**config.mk**
```make
export PLATFORM = sky130hd
export DESIGN_NAME = arb_req_shim
export DESIGN_NICKNAME = d
export VERILOG_FILES = /design/src/rtl/arb_req_shim.sv
export SDC_FILE = /design/constraint.sdc
export NUM_CORES = 1
export LEC_CHECK = 0
export CORE_ASPECT_RATIO = 0.75
export CORE_MARGIN = 5
export CORE_UTILIZATION = 49
export CTS_BUF_LIST = sky130_fd_sc_hd__clkbuf_8
export CTS_CLUSTER_SIZE = 30
export DETAILED_ROUTE_END_ITERATION = 8
export PLACE_DENSITY = 0.76
export SYNTH_ARGS = -nofsm -noshare
export SYNTH_HDL_FRONTEND = slang
export SYNTH_SLANG_ARGS = --single-unit
```
**constraint.sdc**
```tcl
create_clock -name clk -period 1.9 [get_ports clk]
set_input_delay 0.475 -clock clk [delete_from_list [all_inputs] [get_ports clk]]
set_output_delay 0.475 -clock clk [all_outputs]
set_load 0.005 [all_outputs]
```
**src/rtl/arb_req_shim.sv**
```systemverilog
// arb_req_shim: per-port request bookkeeping in front of a one-hot
// fixed-priority arbiter. Each port counts pending requests, raises req_o
// while work is pending, pulses done_o on a legal grant, and tracks wait
// time for starvation. Illegal grant vectors are ignored and flagged.

module arb_req_shim_port #(
  parameter int MAX_PEND     = 3,
  parameter int STARVE_LIMIT = 8,
  parameter int PW           = 2
) (
  input  logic          clk,
  input  logic          rst_n,
  input  logic          push_i,
  input  logic          legal_i,
  output logic          req_o,
  output logic          done_o,
  output logic          starve_o,
  output logic          ovf_o,
  output logic [PW-1:0] pend_o
);
  localparam logic [PW-1:0] MAXP = PW'(MAX_PEND);
  localparam logic [7:0]    SLIM = 8'(STARVE_LIMIT);

  logic [PW-1:0] pend_q, pend_d;
  logic [7:0]    wcnt_q, wcnt_d;
  logic          done_q, ovf_q, ovf_d;

  assign req_o    = (pend_q != '0);
  assign done_o   = done_q;
  assign starve_o = (wcnt_q >= SLIM);
  assign ovf_o    = ovf_q;
  assign pend_o   = pend_q;

  // Next pending count / overflow: grant+push cancel, a full port drops pushes.
  always_comb begin
    pend_d = pend_q;
    ovf_d  = ovf_q;
    if (legal_i) begin
      if (!push_i) pend_d = pend_q - 1'b1;
    end else if (push_i) begin
      if (pend_q < MAXP) pend_d = pend_q + 1'b1;
      else               ovf_d  = 1'b1;
    end
  end

  // Wait counter: counts ungranted requesting cycles, saturates at 255.
  always_comb begin
    wcnt_d = wcnt_q;
    if (!req_o || legal_i)    wcnt_d = '0;
    else if (wcnt_q != 8'hFF) wcnt_d = wcnt_q + 8'd1;
  end

  // Port state registers.
  always_ff @(posedge clk or negedge rst_n) begin
    if (!rst_n) begin
      pend_q <= '0;
      wcnt_q <= '0;
      done_q <= 1'b0;
      ovf_q  <= 1'b0;
    end else begin
      pend_q <= pend_d;
      wcnt_q <= wcnt_d;
      done_q <= legal_i;
      ovf_q  <= ovf_d;
    end
  end
endmodule

module arb_req_shim #(
  parameter int NUM_PORTS    = 4,
  parameter int MAX_PEND     = 3,
  parameter int STARVE_LIMIT = 8
) (
  input  logic                 clk,
  input  logic                 rst_n,
  input  logic [NUM_PORTS-1:0] push_i,
  input  logic [NUM_PORTS-1:0] gnt_i,
  output logic [NUM_PORTS-1:0] req_o,
  output logic [NUM_PORTS-1:0] done_o,
  output logic [NUM_PORTS-1:0] starve_o,
  output logic [NUM_PORTS-1:0] ovf_o,
  output logic                 gnt_err_o
);
  localparam int PW = $clog2(MAX_PEND + 1);

  logic                          legal_any, gnt_bad;
  logic [NUM_PORTS-1:0]          legal;
  logic [NUM_PORTS-1:0][PW-1:0]  pend;
  logic                          gnt_err_q;

  // A grant counts only if it is one-hot and lands on a requesting port;
  // otherwise the whole vector is discarded for the cycle.
  always_comb begin
    legal_any = $onehot(gnt_i) && ((gnt_i & ~req_o) == '0);
    legal     = legal_any ? gnt_i : '0;
    gnt_bad   = (gnt_i != '0) && !legal_any;
  end

  // Sticky illegal-grant flag.
  always_ff @(posedge clk or negedge rst_n) begin
    if (!rst_n) gnt_err_q <= 1'b0;
    else        gnt_err_q <= gnt_err_q | gnt_bad;
  end
  assign gnt_err_o = gnt_err_q;

  for (genvar i = 0; i < NUM_PORTS; i++) begin : g_port
    arb_req_shim_port #(
      .MAX_PEND(MAX_PEND), .STARVE_LIMIT(STARVE_LIMIT), .PW(PW)
    ) u_port (
      .clk(clk), .rst_n(rst_n),
      .push_i(push_i[i]), .legal_i(legal[i]),
      .req_o(req_o[i]), .done_o(done_o[i]), .starve_o(starve_o[i]),
      .ovf_o(ovf_o[i]), .pend_o(pend[i])
    );

    a_req: assert property (@(posedge clk) disable iff (!rst_n)
      req_o[i] == (pend[i] != '0));
    a_pend: assert property (@(posedge clk) disable iff (!rst_n)
      pend[i] <= PW'(MAX_PEND));
    a_done: assert property (@(posedge clk) disable iff (!rst_n)
      done_o[i] |-> ($past(rst_n) && $past(legal[i]) && $past(req_o[i])));
  end

  a_done1: assert property (@(posedge clk) disable iff (!rst_n) $onehot0(done_o));
  a_sticky: assert property (@(posedge clk) disable iff (!rst_n)
    $past(rst_n) |-> ((($past(ovf_o) & ~ovf_o) == '0) && !($past(gnt_err_o) && !gnt_err_o)));
endmodule

```
# Yosys cells after proc, flatten, opt, wreduce, memory -nomap -nowiden

Cells that the tools add are included.

Register bits: 49
Latch bits: 0
Memory bits (writable): 0
Bits in read-only memories: 0
Input bits: 10
Output and inout bits: 17
Logic and storage cells: 122
Memories kept: 0

Add/sub/neg operators: 15
Multiply operators: 0
Div/mod/pow operators: 0
Order comparisons: 8
Eq/ne operators: 9
Shift-type cells: 0
Mux-type cells: 25
Bitwise gates (word level): 11
Reductions and logical operators: 37

Operators by type and width:

| cell                  | number |
|---|---|
| $mux W8               | 8 |
| $add A8 B1 Y8 const B | 4 |
| $ge A8 B4 Y1 const B  | 4 |
| $mux W2               | 16 |
| $ne A8 B8 Y1 const B  | 4 |
| $reduce_bool A2 Y1    | 16 |
| $reduce_and A3 Y1     | 8 |
| $add A2 B1 Y2 const B | 4 |
| $lt A2 B2 Y1 const B  | 4 |
| $ne A2 B2 Y1 const B  | 4 |
| $not A1 Y1            | 8 |
| $sub A2 B1 Y2 const B | 4 |
| $logic_not A1 Y1      | 5 |
| $add A1 B1 Y2         | 2 |
| $and A4 B4 Y4         | 1 |
| $logic_not A4 Y1      | 1 |
| $logic_or A1 B1 Y1    | 4 |
| $mux W4               | 1 |
| $not A4 Y4            | 1 |
| $reduce_bool A4 Y1    | 1 |
| $add A2 B2 Y3         | 1 |
| $eq A3 B1 Y1 const B  | 1 |
| $logic_and A1 B1 Y1   | 2 |
| $or A1 B1 Y1          | 1 |

# Logic depth before layout (Yosys ltp)

Gate-level depths: netlist of the first run.

Depth in word-level cells: 8
Gate-level depth with buffers: 9
Depth with buffers taken out: 9

# By module

Synthesis of the first run repeated with hierarchy kept, for this count alone.

Cells, all modules: 280
Area total of the unflattened synthesis: 2,812.7 sq um

By module, submodules not included:

| module            | times used | cells each | area each (sq um) | sequential area each (sq um) |
|---|---|---|---|---|
| arb_req_shim_port | 4          | 64         | 653.1             | 300.3 |
| arb_req_shim      | 1          | 24         | 200.2             | 25.0 |

# Worst setup path after synthesis of the first run

OpenSTA, ideal clock, no wires.

Path kind: input to register
From: in gnt_i[0]
To: reg g_port[2].u_port.pend_q[0]
Setup time: 0.096 ns
Data arrival time: 2.623 ns
Data required time: 1.804 ns
Setup slack: -0.819 ns
Cell stages on the path: 9
Buffers on the path: 0
Cells stage by stage: inv_1 -> fa_1 -> inv_1 -> ha_1 -> ha_1 -> nor3b_4 -> nand4_4 -> mux2_4 -> nor4_2

Longest elaborated chain between the ends: 7
Elaborated cells between the ends (all ways): 12
Those cells by class: 2 x add/sub; 2 x eq/ne; 2 x mux; 1 x bitwise; 5 x reduce/logical

RTL lines:

| element                                                                    | RTL line | text |
|---|---|---|
| from (decl)                                                                | 77       | `input logic [NUM_PORTS-1:0] gnt_i,` |
| $add A1 B1 Y2 (implied by the code)                                        | 94       | `legal_any = $onehot(gnt_i) && ((gnt_i & ~req_o) == '0);` |
| $add A2 B2 Y3 (implied by the code)                                        | 94       |  |
| $eq A3 B1 Y1                                                               | 94       |  |
| $logic_and A1 B1 Y1 *                                                      | 94       |  |
| $mux W4 *                                                                  | 95       | `legal = legal_any ? gnt_i : '0;` |
| $ne A2 B2 Y1 (no source line) / $reduce_bool A2 Y1 (equally long branches) | -        |  |
| $reduce_and A3 Y1 (no source line)                                         | -        |  |
| to (signal assigned)                                                       | 61       | `pend_q <= pend_d;` |
| to (decl)                                                                  | 24       | `logic [PW-1:0] pend_q, pend_d;` |

Mark *: on every way between the ends. The rest lies on a longest branch, timed or not.
A chain may end at the register's enable or synchronous reset.

# Worst setup path in the final report of the first run

From: in gnt_i[3]
To: reg g_port[2].u_port.pend_q[1]

Same word-level chain as after synthesis.

==> flow_summary.toml, run 1 <==
[synth]
postSynthAreaPerCell_um2 = 9.60
yosys_warnings = 0
syn-instance-count = 289
synth_flop_cell = "dfrtp_1"
yosysUniqueCellTypes = 42
synth_nets = 311
async_reset_ff_share_pct = 100
synth.area.top_cells = "dfrtp_1 (44%), nor2_1 (6.0%), ha_1 (5.0%)"
syn_area_um2 = 2770
synth.yosys.seq_area_share_pct = 44.2
synth_edf_count = 0
synth_top_cell_by_area = "dfrtp_1"
synth_top_area_share_pct = 44.2
synth-seq-cells = 49

[finish]
final_util_pct = 68.0
regArea_um2 = 1230
multi_input_area_um2 = 1570
diodes = 0
final_cells = 422
area_growth_syn_to_layout_pct = 32.6
drive_gt1_share_pct = 30.3
nNetsFinal = 368
nFillCells = 437

[floorplanning]
die_area_um2 = 7280
core-area_um2 = 5410
die_y_um = 75.2
die_x_um = 96.9
start_util_pct = 51.3
num_io_pins = 27
rows = 23

[sta]
tightest_slew_ns = 0.472
hold_slack_ns = 0.114
slew_headroom_pct = 68.5
fin_crit_ns = 2.34
final.period_utilization_pct = 123
drv_slew = 0
fmax_mhz = 428
finalSetupViolations = 49
grt_setup_unrepaired = "true"
finalHoldViolations = 0
layout_setup_ws_ns = -0.435
skew_ns = 0.00996

[critical_path]
timing.rr.end = "g_port[2].u_port.wcnt_q[2]"
worst_setup_path_start_kind = "input pin"
rrSetupSlack_ns = -0.02
path_class = "input pin to flop"
crit_slowest_cell = "fa_1"
worstRegToRegCells = 6
worstPathRequired_ns = 2.09
crit_arrival_ns = 2.52
rr_startpoint = "g_port[2].u_port.wcnt_q[1]"
worst_path_largest_cell_delay_ns = 0.56
critPathMaxFanout = 4
crit_chain = "buf_8 -> inv_4 -> fa_1 -> inv_2 -> ha_4 -> ha_4 -> nor3b_4 -> buf_6 -> nand4_4 -> buf_4 -> buf_6 -> a21oi_2 -> o21ai_1"
end_kind = "flop"
crit_buf_inv = 6
crit_family = "adder cells"

[clock_network]
path_clk_slew_ns = 0.09
tritoncts = "done"
cts-htree-levels = 2
cts_buffers = 5
clock_sinks = 49
clkLatencyLatePin_ns = 0.31
clock_path_buffers = 2
cts_root_buf = "clkbuf_8"

[outcome]
status = "complete, but fails checks"
violations = "setup timing"

[power_and_ir_drop]
ir_worst_vdd_mv = 0.508
p_leak_nw = 1.65
power.density_cell_area_nw_per_um2 = 1020

[routing]
wl_um = 6310
drc = 0
vias_per_cell = 5.23
drtPass1Iterations = 4
vias = 2207
initialDrtViolationCount = 97
highest_layer = "met4"
wl_met3_um = 202
wl_per_cell_um = 15.0
wl_met2_um = 3120
drt-met1-wl_um = 2930
postRouteAntennaNets = 0

[grt]
grt_max_degree = 22
grt_overflow = 0
antenna_found_initial = 0
grt_util_all_layers_pct = 18.5
grt_pass1_vias = 2249
grt_pass1_wl_um = 10700

[placement]
place.port_buffers = 26
placed_cells = 390
place_hpwl_um = 3920
place_congestion = 0.861

[flow_run]
maxCapViolCount = 0

[hold_path]
hp-class = "input pin to async pin"
-- sequential cells by signal (all words and copies together), names as in the netlist --
name                  cells
g_port.u_port.ovf_o       4
gnt_err_o                 1
g_port.u_port.wcnt_q     32
g_port.u_port.pend_o      8
g_port.u_port.done_o      4
-- cell type report --
class	count	area share (%)
repair buffers	68	16.0
flip-flops and latches	49	33.4
clock inverters	2	0.919
multi-input cells	202	42.7
inverters	20	2.18
clock buffers	6	2.25
well taps	75	2.55
-- repair_timing --
item	4_1_cts	5_1_grt
buffers inserted	20	5
hold buffers	0	0
endpoints found under the setup margin	57	54
pin swaps	36	9
cloned	0	0
gates resized for setup	68	15
-- cell families after synthesis --
| logic type | share of synthesized area [%] |
|---|---|
| buf+inv | 7.35 |
| simple gates | 25.6 |
| flops | 44.2 |
| compound gates | 8.53 |
| xor+xnor | 5.05 |
| mux | 3.61 |
| fa+ha+maj | 5.68 |
-- metal layers --
layer,vias up,GRT usage [%]
li1,1081,-
met1,1083,23.9
met2,36,32.0
met3,7,3.70
met4,0,6.07
met5,-,0
-- worst max-delay path by stage --
stage | start | to | slack, ns | cells past startpoint
final | gnt_i[3] | g_port[2].u_port.pend_o[1] | -0.44 | 13
after CTS | gnt_i[3] | g_port[0].u_port.pend_o[0] | -0.48 | 11
after floorplan | gnt_i[1] | g_port[2].u_port.pend_o[0] | -0.65 | 9
after global placement | gnt_i[0] | g_port[3].u_port.pend_o[0] | -1.15 | 11
after global routing | gnt_i[3] | g_port[2].u_port.pend_o[0] | -0.50 | 11
after detailed placement | gnt_i[0] | g_port[2].u_port.wcnt_q[4] | -1.21 | 11
-- metrics by stage --
| step | setup WS (ns) | cell area, um^2 | setup TNS (ns) | total power [mW] |
|---|---|---|---|---|
| detailed placement | -1.21 | 3160 | -55.66 | 2.68 |
| finish | -0.435 | 3680 | -11.87 | 3.75 |
| global route | -0.501 | 3680 | -15.18 | 4.04 |
| CTS | -0.479 | 3590 | -13.04 | 3.69 |
| global placement | -1.15 | 3160 | -52.74 | 2.61 |
| floorplan | -0.650 | 2810 | -21.37 | 2.33 |
-- placed cells by master, fill, tap and decap left out, types with 5 or more instances in the layout --
cell type and instances:
mux2i_1 7, buf_4 38, nor2_1 34, xor2_1 7, nand3_1 16, clkbuf_8 6
o21ai_1 5, and3_1 7, inv_1 15, xnor2_1 9, o21ai_0 8, clkdlybuf4s50_1 15
dfrtp_1 46, nor3_1 5, a21oi_1 9, buf_6 5, nand2_1 13, nor2_4 7
ha_1 9
-- power breakdown --
group          switching (mW)  internal, mW  total [mW]
registers               0.247          1.30        1.55
logic                   0.690         0.746        1.44
clock network           0.348         0.424       0.772
total                    1.29          2.47        3.75
-- synth_stat cells (all sizes together) (2+ instances only) --
master	number
dfrtp	49
nor2	44
inv	20
buf	17
nand2	17
nand3	16
o21ai	15
ha	11
a21oi	10
nor3	9
xnor2	9
and3	7
mux2i	7
xor2	7
nor4	6
nand4	5
or2	5
nor3b	4
a211oi	3
and2	3
and4	3
and4b	3
o21bai	3
a31oi	2
a41o	2
mux2	2
nand2b	2
nand3b	2
nor2b	2
Note: power is estimated with default switching activity, not from simulation.
==> run 2: changes to the inputs <==
==> constraint.sdc (replaced) <==
create_clock -name clk -period 1.9 [get_ports clk]
set_input_delay 0.475 -clock clk [delete_from_list [all_inputs] [get_ports clk]]
set_output_delay 0.475 -clock clk [all_outputs]
set_load 0.1 [all_outputs]
==> run 2 against run 1 <==
The flow still finishes with violations (setup timing). Worst setup slack better by 0.031 ns. Sequential share of layout area down 0.18 points. Worst hold slack better by 0.38 ns. Final area up 0.44%. Combinational power up 40%. Fmax up 1.4%. Cell count down 4.7%. Die area unchanged. Clock-buffer cell count down 1. Clock power down 22%. Routed wire length down 9.7%. Clock skew up 0.0036 ns.
==> flow_summary.toml, run 2 (synthesized netlist as in run 1, its figures left out) <==
[critical_path]
worstPathRequired_ns = 2.12
path_class = "input pin to flop"
crit_buf_inv = 4
crit_chain = "buf_8 -> inv_4 -> fa_1 -> inv_2 -> ha_4 -> ha_4 -> nor3b_4 -> buf_6 -> nand4_4 -> mux2_4 -> nor4_2"
worst_setup_path_start_kind = "input pin"
crit_arrival_ns = 2.52
path_common_cell = "ha_4"
crit_slowest_cell = "fa_1"
crit_family = "adder cells"
worst_path_largest_cell_delay_ns = 0.54
end_kind = "flop"
critPathMaxFanout = 3

[placement]
dp_slack_ns = -1.20
place_congestion = 0.842
place.port_buffers = 26
place_hpwl_um = 3880

[clock_network]
clock_sinks = 49
cts_buffers = 5
tritoncts = "done"
clock_path_buffers = 2
clkLatencyLatePin_ns = 0.31
path_clk_slew_ns = 0.09
cts_root_buf = "clkbuf_8"
cts-htree-levels = 2

[routing]
drc = 0
wl_per_cell_um = 14.2
vias = 2115
drtPass1Iterations = 4
postRouteAntennaNets = 0
wl_um = 5700
vias_per_cell = 5.26
initialDrtViolationCount = 71

[grt]
antenna_found_initial = 0
grt_pass1_wl_um = 9530
grt_max_degree = 27
grt_overflow = 0
grt_util_all_layers_pct = 16.2
grt_pass1_vias = 2040

[power_and_ir_drop]
power.density_cell_area_nw_per_um2 = 1150
ir_worst_vdd_mv = 0.556
p_leak_nw = 1.62

[sta]
final.period_utilization_pct = 121
grt_setup_unrepaired = "true"
drv_slew = 0
finalHoldViolations = 0
layout_setup_ws_ns = -0.404
finalSetupViolations = 49
fmax_mhz = 434
slew_headroom_pct = 75.3
fin_crit_ns = 2.30
tightest_slew_ns = 0.370
skew_ns = 0.0135

[hold_path]
hp-class = "input pin to async pin"

[finish]
regMostFlops = "g_port.u_port.wcnt_q"
layout_commonest_cell = "dfrtp_1"
nFillCells = 408
diodes = 0
drive_gt1_share_pct = 32.1
final_util_pct = 68.3
area_growth_syn_to_layout_pct = 33.2
largest_register_ffs = 32
final_cell_mix = "dfrtp_1 (47), nor2_1 (27), inv_1 (18)"
nNetsFinal = 348

[floorplanning]
rows = 23
die_y_um = 75.2
start_util_pct = 51.3
num_io_pins = 27
core-area_um2 = 5410
die_x_um = 96.9
die_area_um2 = 7280

[flow_run]
maxCapViolCount = 0

[outcome]
status = "complete, but fails checks"
violations = "setup timing"
## run 2: cell types whose count changed in the layout (fill, tap and decap cells not counted), moves of 4 or more
cell             change
nor2_1               -7
clkdlybuf4s50_1     -10
buf_4               -23
buf_12              +17
dlygate4sd2_1        -4
nor2_2               +4
## run 2: layer usage
metal	share of wire [%]	up-vias	GRT usage, %	wire length (um)
met1	50	1031	22.8	2860
met4	1.4	0	5.61	78
li1	-	1043	-	-
met5	0	-	0	0
met3	3.4	9	3.52	193
met2	45	32	25.3	2570
## run 2: layout make-up
cell class / instances / area [um^2] / area share [%]
sequential: 49 / 1230 / 33.3
timing repair buffer: 48 / 623 / 16.9
clock inverter: 3 / 15.0 / 0.407
clock buffer: 5 / 68.8 / 1.86
multi-input combinational: 202 / 1590 / 43.0
tap: 75 / 93.8 / 2.54
inverter: 20 / 77.6 / 2.10
## run 2: path summary, 6_finish.rpt
| kind | from | endpoint | slack [ns] | cells past startpoint |
|---|---|---|---|---|
| max | gnt_i[0] | g_port[2].u_port.pend_o[0] | -0.40 | 11 |
| min | rst_n | g_port[0].u_port.ovf_o | 0.49 | 2 |
| max reg2reg | g_port[0].u_port.pend_o[1] | g_port[3].u_port.wcnt_q[7] | 0.05 | 7 |
| min reg2reg | g_port[0].u_port.ovf_o | g_port[0].u_port.ovf_o | 0.55 | 1 |
| max in group asynchronous | rst_n | g_port[0].u_port.wcnt_q[5] | 0.88 | 3 |
| min in group clk | gnt_i[1] | g_port[1].u_port.pend_o[0] | 0.54 | 4 |
## run 2: through the flow
step                std cells  hold slack (ns)  power, mW  TNS, ns  cell area, um^2
floorplan                 289            0.179       2.88   -21.37             2810
global placement          388            0.277       3.33   -52.42             3320
detailed placement        388            0.277       3.40   -54.35             3320
CTS                       399            0.429       4.08   -11.68             3530
global route              402            0.513       4.51   -14.27             3690
finish                    402            0.495       4.23   -11.08             3690
## run 2: repair_timing
item	in CTS	in global routing
pin swaps	16	18
endpoints found under the hold margin	2	0
endpoints found under the setup margin	49	54
resized for setup	46	35
buffers inserted	3	4
hold buffers	1	0
## run 2: report_power, final
part / switching (mW) / internal, mW
logic: 1.18 / 0.847
clock network: 0.352 / 0.251
registers: 0.306 / 1.30
total: 1.84 / 2.40
## run 2: worst reg2reg max path, cell delays in order (launching register included)
cell and delay (ns):
dfrtp_1 0.45, or2_1 0.26, or2_2 0.32, buf_4 0.15, nand3_1 0.08, buf_4 0.18
o21ai_4 0.12, nor3_1 0.22
